### config.mk
export PLATFORM = sky130hd
export DESIGN_NAME = mem_access_unit
export DESIGN_NICKNAME = d
export VERILOG_FILES = /design/src/rtl/mau_pkg.sv /design/src/rtl/mem_access_unit_load_align.sv /design/src/rtl/mem_access_unit.sv
export SDC_FILE = /design/constraint.sdc
export NUM_CORES = 1
export LEC_CHECK = 0
export ABC_AREA = 0
export CORE_ASPECT_RATIO = 2
export CORE_MARGIN = 2
export CORE_UTILIZATION = 46
export CTS_CLUSTER_SIZE = 20
export DETAILED_ROUTE_END_ITERATION = 16
export PLACE_DENSITY = 0.9
export SLEW_MARGIN = 0
export SYNTH_ARGS = -nofsm -noshare
export SYNTH_HDL_FRONTEND = slang
export SYNTH_SLANG_ARGS = --single-unit
### constraint.sdc
create_clock -name CLK -period 4.3 [get_ports CLK]
set_input_delay 1.29 -clock CLK [delete_from_list [all_inputs] [get_ports CLK]]
set_output_delay 1.29 -clock CLK [all_outputs]
set_load 0.02 [all_outputs]
### src/rtl/mau_pkg.sv
// Shared codes and state encoding for the MEM-stage data-memory access unit.
package mau_pkg;

  localparam logic [2:0] F3_LB  = 3'b000;
  localparam logic [2:0] F3_LH  = 3'b001;
  localparam logic [2:0] F3_LW  = 3'b010;
  localparam logic [2:0] F3_LBU = 3'b100;
  localparam logic [2:0] F3_LHU = 3'b101;

  localparam logic [1:0] SZ_B = 2'b00;
  localparam logic [1:0] SZ_H = 2'b01;
  localparam logic [1:0] SZ_W = 2'b10;

  localparam int LD_EN_BIT = 3;
  localparam int ST_EN_BIT = 2;

  typedef enum logic [1:0] {IDLE, WAIT, DONE} state_t;

endpackage

### src/rtl/mem_access_unit_load_align.sv
// Combinational lane select and sign/zero extension of the bus read word.
// Zero latency; no flow control.
module load_align
  import mau_pkg::*;
(
  input  logic [31:0] rdata,
  input  logic [1:0]  offset,
  input  logic [2:0]  funct3,
  output logic [31:0] data
);

  logic [7:0]  byte_sel;
  logic [15:0] half_sel;

  assign byte_sel = rdata[{offset, 3'b000} +: 8];
  assign half_sel = offset[1] ? rdata[31:16] : rdata[15:0];

  always_comb begin
    data = rdata;
    case (funct3)
      F3_LB:   data = {{24{byte_sel[7]}}, byte_sel};
      F3_LBU:  data = {24'h0, byte_sel};
      F3_LH:   data = {{16{half_sel[15]}}, half_sel};
      F3_LHU:  data = {16'h0, half_sel};
      default: data = rdata;
    endcase
  end

endmodule

### src/rtl/mem_access_unit.sv
// MEM-stage req/ack data-memory access; min 3 cycles (2 stalled + DONE), STALL held until BUS_ACK.
// MAU_MISALIGN_TRAP_EN: flag misaligned half/word accesses instead of masking the low address bits.
module mem_access_unit
  import mau_pkg::*;
#(
  parameter int ADDR_W = 32,
  parameter int DATA_W = 32
) (
  input  logic              CLK,
  input  logic              RESET,
  input  logic [ADDR_W-1:0] MEM_ALU_OUT,
  input  logic [DATA_W-1:0] MEM_REG_DATA2,
  input  logic [3:0]        MEM_DATA_MEM_READ,
  input  logic [2:0]        MEM_DATA_MEM_WRITE,
  output logic              BUS_REQ,
  output logic              BUS_WE,
  output logic [ADDR_W-1:0] BUS_ADDR,
  output logic [3:0]        BUS_BYTE_EN,
  output logic [DATA_W-1:0] BUS_WDATA,
  input  logic              BUS_ACK,
  input  logic [DATA_W-1:0] BUS_RDATA,
  output logic [DATA_W-1:0] LOAD_DATA,
  output logic              STALL,
  output logic              MISALIGNED
);

  logic              ld_en, st_en, access, trap, go;
  logic              capture, finish;
  logic [1:0]        size, off, lane_off;
  logic [3:0]        be;
  logic [DATA_W-1:0] wd, ld_ext;
  logic [2:0]        funct3_q;
  logic [1:0]        off_q;
  state_t            state, next_state;

  // A load wins when both enables are set.
  assign ld_en  = MEM_DATA_MEM_READ[LD_EN_BIT];
  assign st_en  = MEM_DATA_MEM_WRITE[ST_EN_BIT];
  assign access = ld_en | st_en;
  assign size   = ld_en ? MEM_DATA_MEM_READ[1:0] : MEM_DATA_MEM_WRITE[1:0];
  assign off    = MEM_ALU_OUT[1:0];

`ifdef MAU_MISALIGN_TRAP_EN
  assign trap = access &&
                (((size == SZ_H) && off[0]) ||
                 ((size != SZ_B) && (size != SZ_H) && (off != 2'b00)));
`else
  assign trap = 1'b0;
`endif

  assign MISALIGNED = trap;
  assign go         = access & ~trap;
  assign STALL      = go & (state != DONE);

  always_comb begin
    lane_off = 2'b00;
    be       = 4'b1111;
    wd       = MEM_REG_DATA2;
    case (size)
      SZ_B: begin
        lane_off = off;
        be       = 4'b0001 << lane_off;
        wd       = {4{MEM_REG_DATA2[7:0]}};
      end
      SZ_H: begin
        lane_off = {off[1], 1'b0};
        be       = 4'b0011 << lane_off;
        wd       = {2{MEM_REG_DATA2[15:0]}};
      end
      default: begin
        lane_off = 2'b00;
        be       = 4'b1111;
        wd       = MEM_REG_DATA2;
      end
    endcase
  end

  always_ff @(posedge CLK or negedge RESET) begin
    if (!RESET) state <= IDLE;
    else        state <= next_state;
  end

  always_comb begin
    next_state = state;
    capture    = 1'b0;
    finish     = 1'b0;
    case (state)
      IDLE: begin
        if (go) begin
          next_state = WAIT;
          capture    = 1'b1;
        end
      end
      WAIT: begin
        if (BUS_ACK) begin
          next_state = DONE;
          finish     = 1'b1;
        end
      end
      DONE:    next_state = IDLE;
      default: next_state = IDLE;
    endcase
  end

  load_align u_load_align (
    .rdata  (BUS_RDATA),
    .offset (off_q),
    .funct3 (funct3_q),
    .data   (ld_ext)
  );

  // Bus fields are captured once and held for the whole transaction.
  always_ff @(posedge CLK or negedge RESET) begin
    if (!RESET) begin
      BUS_REQ     <= 1'b0;
      BUS_WE      <= 1'b0;
      BUS_ADDR    <= '0;
      BUS_BYTE_EN <= 4'b0000;
      BUS_WDATA   <= '0;
      LOAD_DATA   <= '0;
      funct3_q    <= 3'b000;
      off_q       <= 2'b00;
    end else begin
      if (capture) begin
        BUS_REQ     <= 1'b1;
        BUS_WE      <= ~ld_en;
        BUS_ADDR    <= {MEM_ALU_OUT[ADDR_W-1:2], 2'b00};
        BUS_BYTE_EN <= be;
        BUS_WDATA   <= wd;
        funct3_q    <= MEM_DATA_MEM_READ[2:0];
        off_q       <= lane_off;
      end
      if (finish) begin
        BUS_REQ <= 1'b0;
        if (!BUS_WE) LOAD_DATA <= ld_ext;
      end
    end
  end

endmodule
==> results.yml, run 1 <==
clocking:
  clock_latency_ns: 0.34
  cts_made_buffers: 9
  cts_tree: "yes"
  ctsResizeCount: 0
  clkSinkCount: 107
  cts_buffer_depth: 2
  cts_hold_buffers: 0
  post_cts_buffers: 0
  h-tree-depth: 3
  cts_root_buffer: "clkbuf_16"
  clk_pin_slew_worst_paths_ns: 0.07
sta:
  tns_ns: 0
  setup_viol: 0
  final.min_clock_period_ns: 3.97
  fmax_ghz: 0.252
  drv_slew: 0
  grt_setup_unrepaired: "false"
  relSlewSlack: 0.247
  worstMarginPinSlew_ns: 1.13
  worst_slack_ns: 0.328
  fin_skew_ns: 0.00683
  hold_viol_final: 0
  period_share: 0.924
synthesis:
  synthArstFlopShare: 1.00
  synth_seq_cells: 107
  ys_types: 43
  ys_seq_area_frac: 0.539
  avgSynthCellArea_sq_um: 8.97
  synthFlopType: "dfrtp_1"
  synth-edff-count: 0
  synthCells: 554
  synth_area_sq_mm: 0.00497
  yosys_warnings: 0
placed_design:
  hpwl_mm: 12.0
  post-place-ws_ns: 0.348
  port_buffers: 206
  gp_congestion: 0.938
pwr:
  worst_ir_drop_vdd_mv: 0.499
  total_power_w: 0.00581
  power_leakage_nw: 3.27
  power_density_mw_per_mm2: 781
setup_path:
  crit_arrival_ns: 2.68
  end_kind: "primary output"
  cpMaxStageDelayCell: "clkdlybuf4s50_1"
  worstPathRequired_ns: 3.01
  cp-start-kind: "input port"
  worst_path_largest_cell_delay_ns: 0.62
  rr_worst_depth: 4
  crit_path_frequent_cell: "clkdlybuf4s50_1"
  cp_cell_sequence: "clkdlybuf4s50_1 > nor2_1 > a21oi_1 > clkdlybuf4s50_1"
  crit_type: "input port to primary output"
  cp_max_fo: 3
  r2r_slack_ns: 1.64
  worstReg2RegEnd: "LOAD_DATA[20]"
  r2r-start: "off_q[1]"
die:
  row_count: 53
  start_util: 0.471
  die_h_um: 151
  ios: 210
  die_area_sq_mm: 0.0117
  core_sq_mm: 0.0105
  die_width_um: 77.5
detailed_routing:
  highest_layer: "met4"
  met1_length_mm: 5.51
  ant_nets: 0
  dr_wl_met2_mm: 8.57
  avgViaCountPerCell: 5.56
  dr_total_vias: 4901
  drtPass1Iterations: 5
  dr_wl_met3_mm: 1.09
  routedWlPerCell_um: 17.8
  drt_iter0_markers: 251
  wl_mm: 15.7
  drc_errors: 0
hold_path:
  hold_path.startpoint: "BUS_WDATA[2]"
  whs_path_depth: 2
  hold_path_class: "flop to flop"
  hold_path_end: "BUS_WDATA[2]"
global_route:
  grt_pass1_vias: 5026
  grt_overflow: 0
  grt_start_max_net_pins: 68
  grt_pass1_wl_mm: 24.6
  grt.total_usage: 0.268
  antenna_found_initial: 0
finish:
  drive_gt1_frac: 0.0698
  nets: 846
  antennaDiodeCount: 0
  area_growth_pct: 49.6
outcome:
  status: "completed"
job:
  maxCapViolCount: 0
## registers in the layout, summed over array words and instances, names as in the netlist
signal       cells
BUS_WDATA       32
LOAD_DATA       32
BUS_ADDR        30
BUS_BYTE_EN      4
funct3_q         3
off_q            2
state            2
BUS_REQ          1
BUS_WE           1
## area by class of cell
class,instances,area [sq um]
fill,783,3110
clock buffer,12,267
inverter,12,45.0
tap,137,171
timing repair buffer,216,2150
clock inverter,4,95.1
multi-input combinational,394,2030
sequential,107,2680
## layout by cell type (no fill, tap or decap), drive strengths merged, types with 2 or more instances in the layout
master	netlist	layout
clkdlybuf4s50	0	205
nand2	179	179
dfrtp	107	107
a21oi	58	58
o21ai	45	45
nor2	23	23
o211ai	16	16
inv	12	12
clkbuf	19	12
buf	24	11
nor3	10	10
a222oi	8	8
a31oi	8	8
and3b	6	6
a211oi	6	6
o221a	6	6
mux2	4	4
conb	1	3
bufinv	0	3
nand2b	3	3
and3	2	2
## logic make-up after synthesis
| group | Yosys count | share of synthesized area |
|---|---|---|
| simple gates | 230 | 0.192 |
| compound gates | 155 | 0.198 |
| mux | 6 | 0.0156 |
| other cells | 1 | 0.000755 |
| flops | 107 | 0.539 |
| buf+inv | 55 | 0.0546 |
## where the power goes
part / internal [W] / switching [W] / leakage (nW)
Combinational: 0.00133 / 0.00158 / 1.81
Sequential: 0.00151 / 0.000419 / 1.28
Clock: 0.000616 / 0.000353 / 0.179
Total: 0.00345 / 0.00235 / 3.27
## worst max-delay path: cells and delay by family
family                 cells  cell delay, ns
AO/OA/AOI/OAI              1            0.13
buffers and inverters      2            1.16
AND/OR/NAND/NOR            1            0.10
## Yosys cell counts (2+ instances only)
cell type  number  area [sq um]
nand2_1       179           672
dfrtp_1       107          2680
a21oi_1        58           290
o21ai_0        31           155
nor2_1         23          86.3
clkbuf_1       19          71.3
buf_2          18          90.1
o211ai_1       16           120
inv_1          12          45.0
o21ai_2        10          87.6
nor3_1          9          45.0
a222oi_1        8          80.1
a31oi_1         8          50.1
a211oi_1        6          45.0
and3b_1         6          52.6
o221a_2         6          67.6
mux2_2          4          45.0
o21ai_1         4          20.0
buf_4           3          22.5
and3_1          2          12.5
buf_6           2          22.5
nand2b_1        2          12.5
## layer usage
metal  up-vias  GRT usage
met5         -          0
met3        39     0.0602
met1      2344      0.285
met2       255      0.495
met4         0      0.130
li1       2263          -
## through the flow
| step | util | hold WS (ns) | cells | area (sq um) |
|---|---|---|---|---|
| 3_3_place_gp | 0.671 | 0.461 | 866 | 7080 |
| 5_1_grt | 0.705 | 0.495 | 882 | 7440 |
| 6_report | 0.705 | 0.477 | 882 | 7440 |
| 2_1_floorplan | - | 0.494 | 556 | 4980 |
| 4_1_cts | 0.705 | 0.479 | 882 | 7440 |
| 3_5_place_dp | 0.671 | 0.462 | 866 | 7080 |
## worst max-delay path by stage
stage	to	start
finish	STALL	MEM_DATA_MEM_READ[3]
detailed placement	STALL	MEM_DATA_MEM_READ[3]
CTS	STALL	MEM_DATA_MEM_READ[3]
global route	STALL	MEM_DATA_MEM_READ[3]
floorplan	STALL	MEM_DATA_MEM_READ[3]
global placement	STALL	MEM_DATA_MEM_READ[3]
(Power assumes the default switching activity.)
==> run 2, diff against run 1 <==
--- a/config.mk
+++ b/config.mk
@@ -6,10 +6,11 @@
 export NUM_CORES = 1
 export LEC_CHECK = 0
 export ABC_AREA = 0
+export ABC_CLOCK_PERIOD_IN_PS = 4300
 export CORE_ASPECT_RATIO = 2
 export CORE_MARGIN = 2
 export CORE_UTILIZATION = 46
-export CTS_CLUSTER_SIZE = 20
+export CTS_CLUSTER_SIZE = 8
 export DETAILED_ROUTE_END_ITERATION = 16
 export PLACE_DENSITY = 0.9
 export SLEW_MARGIN = 0
==> results of run 2 <==
No change in the layout: final DEF, timing and power equal those of run 1.
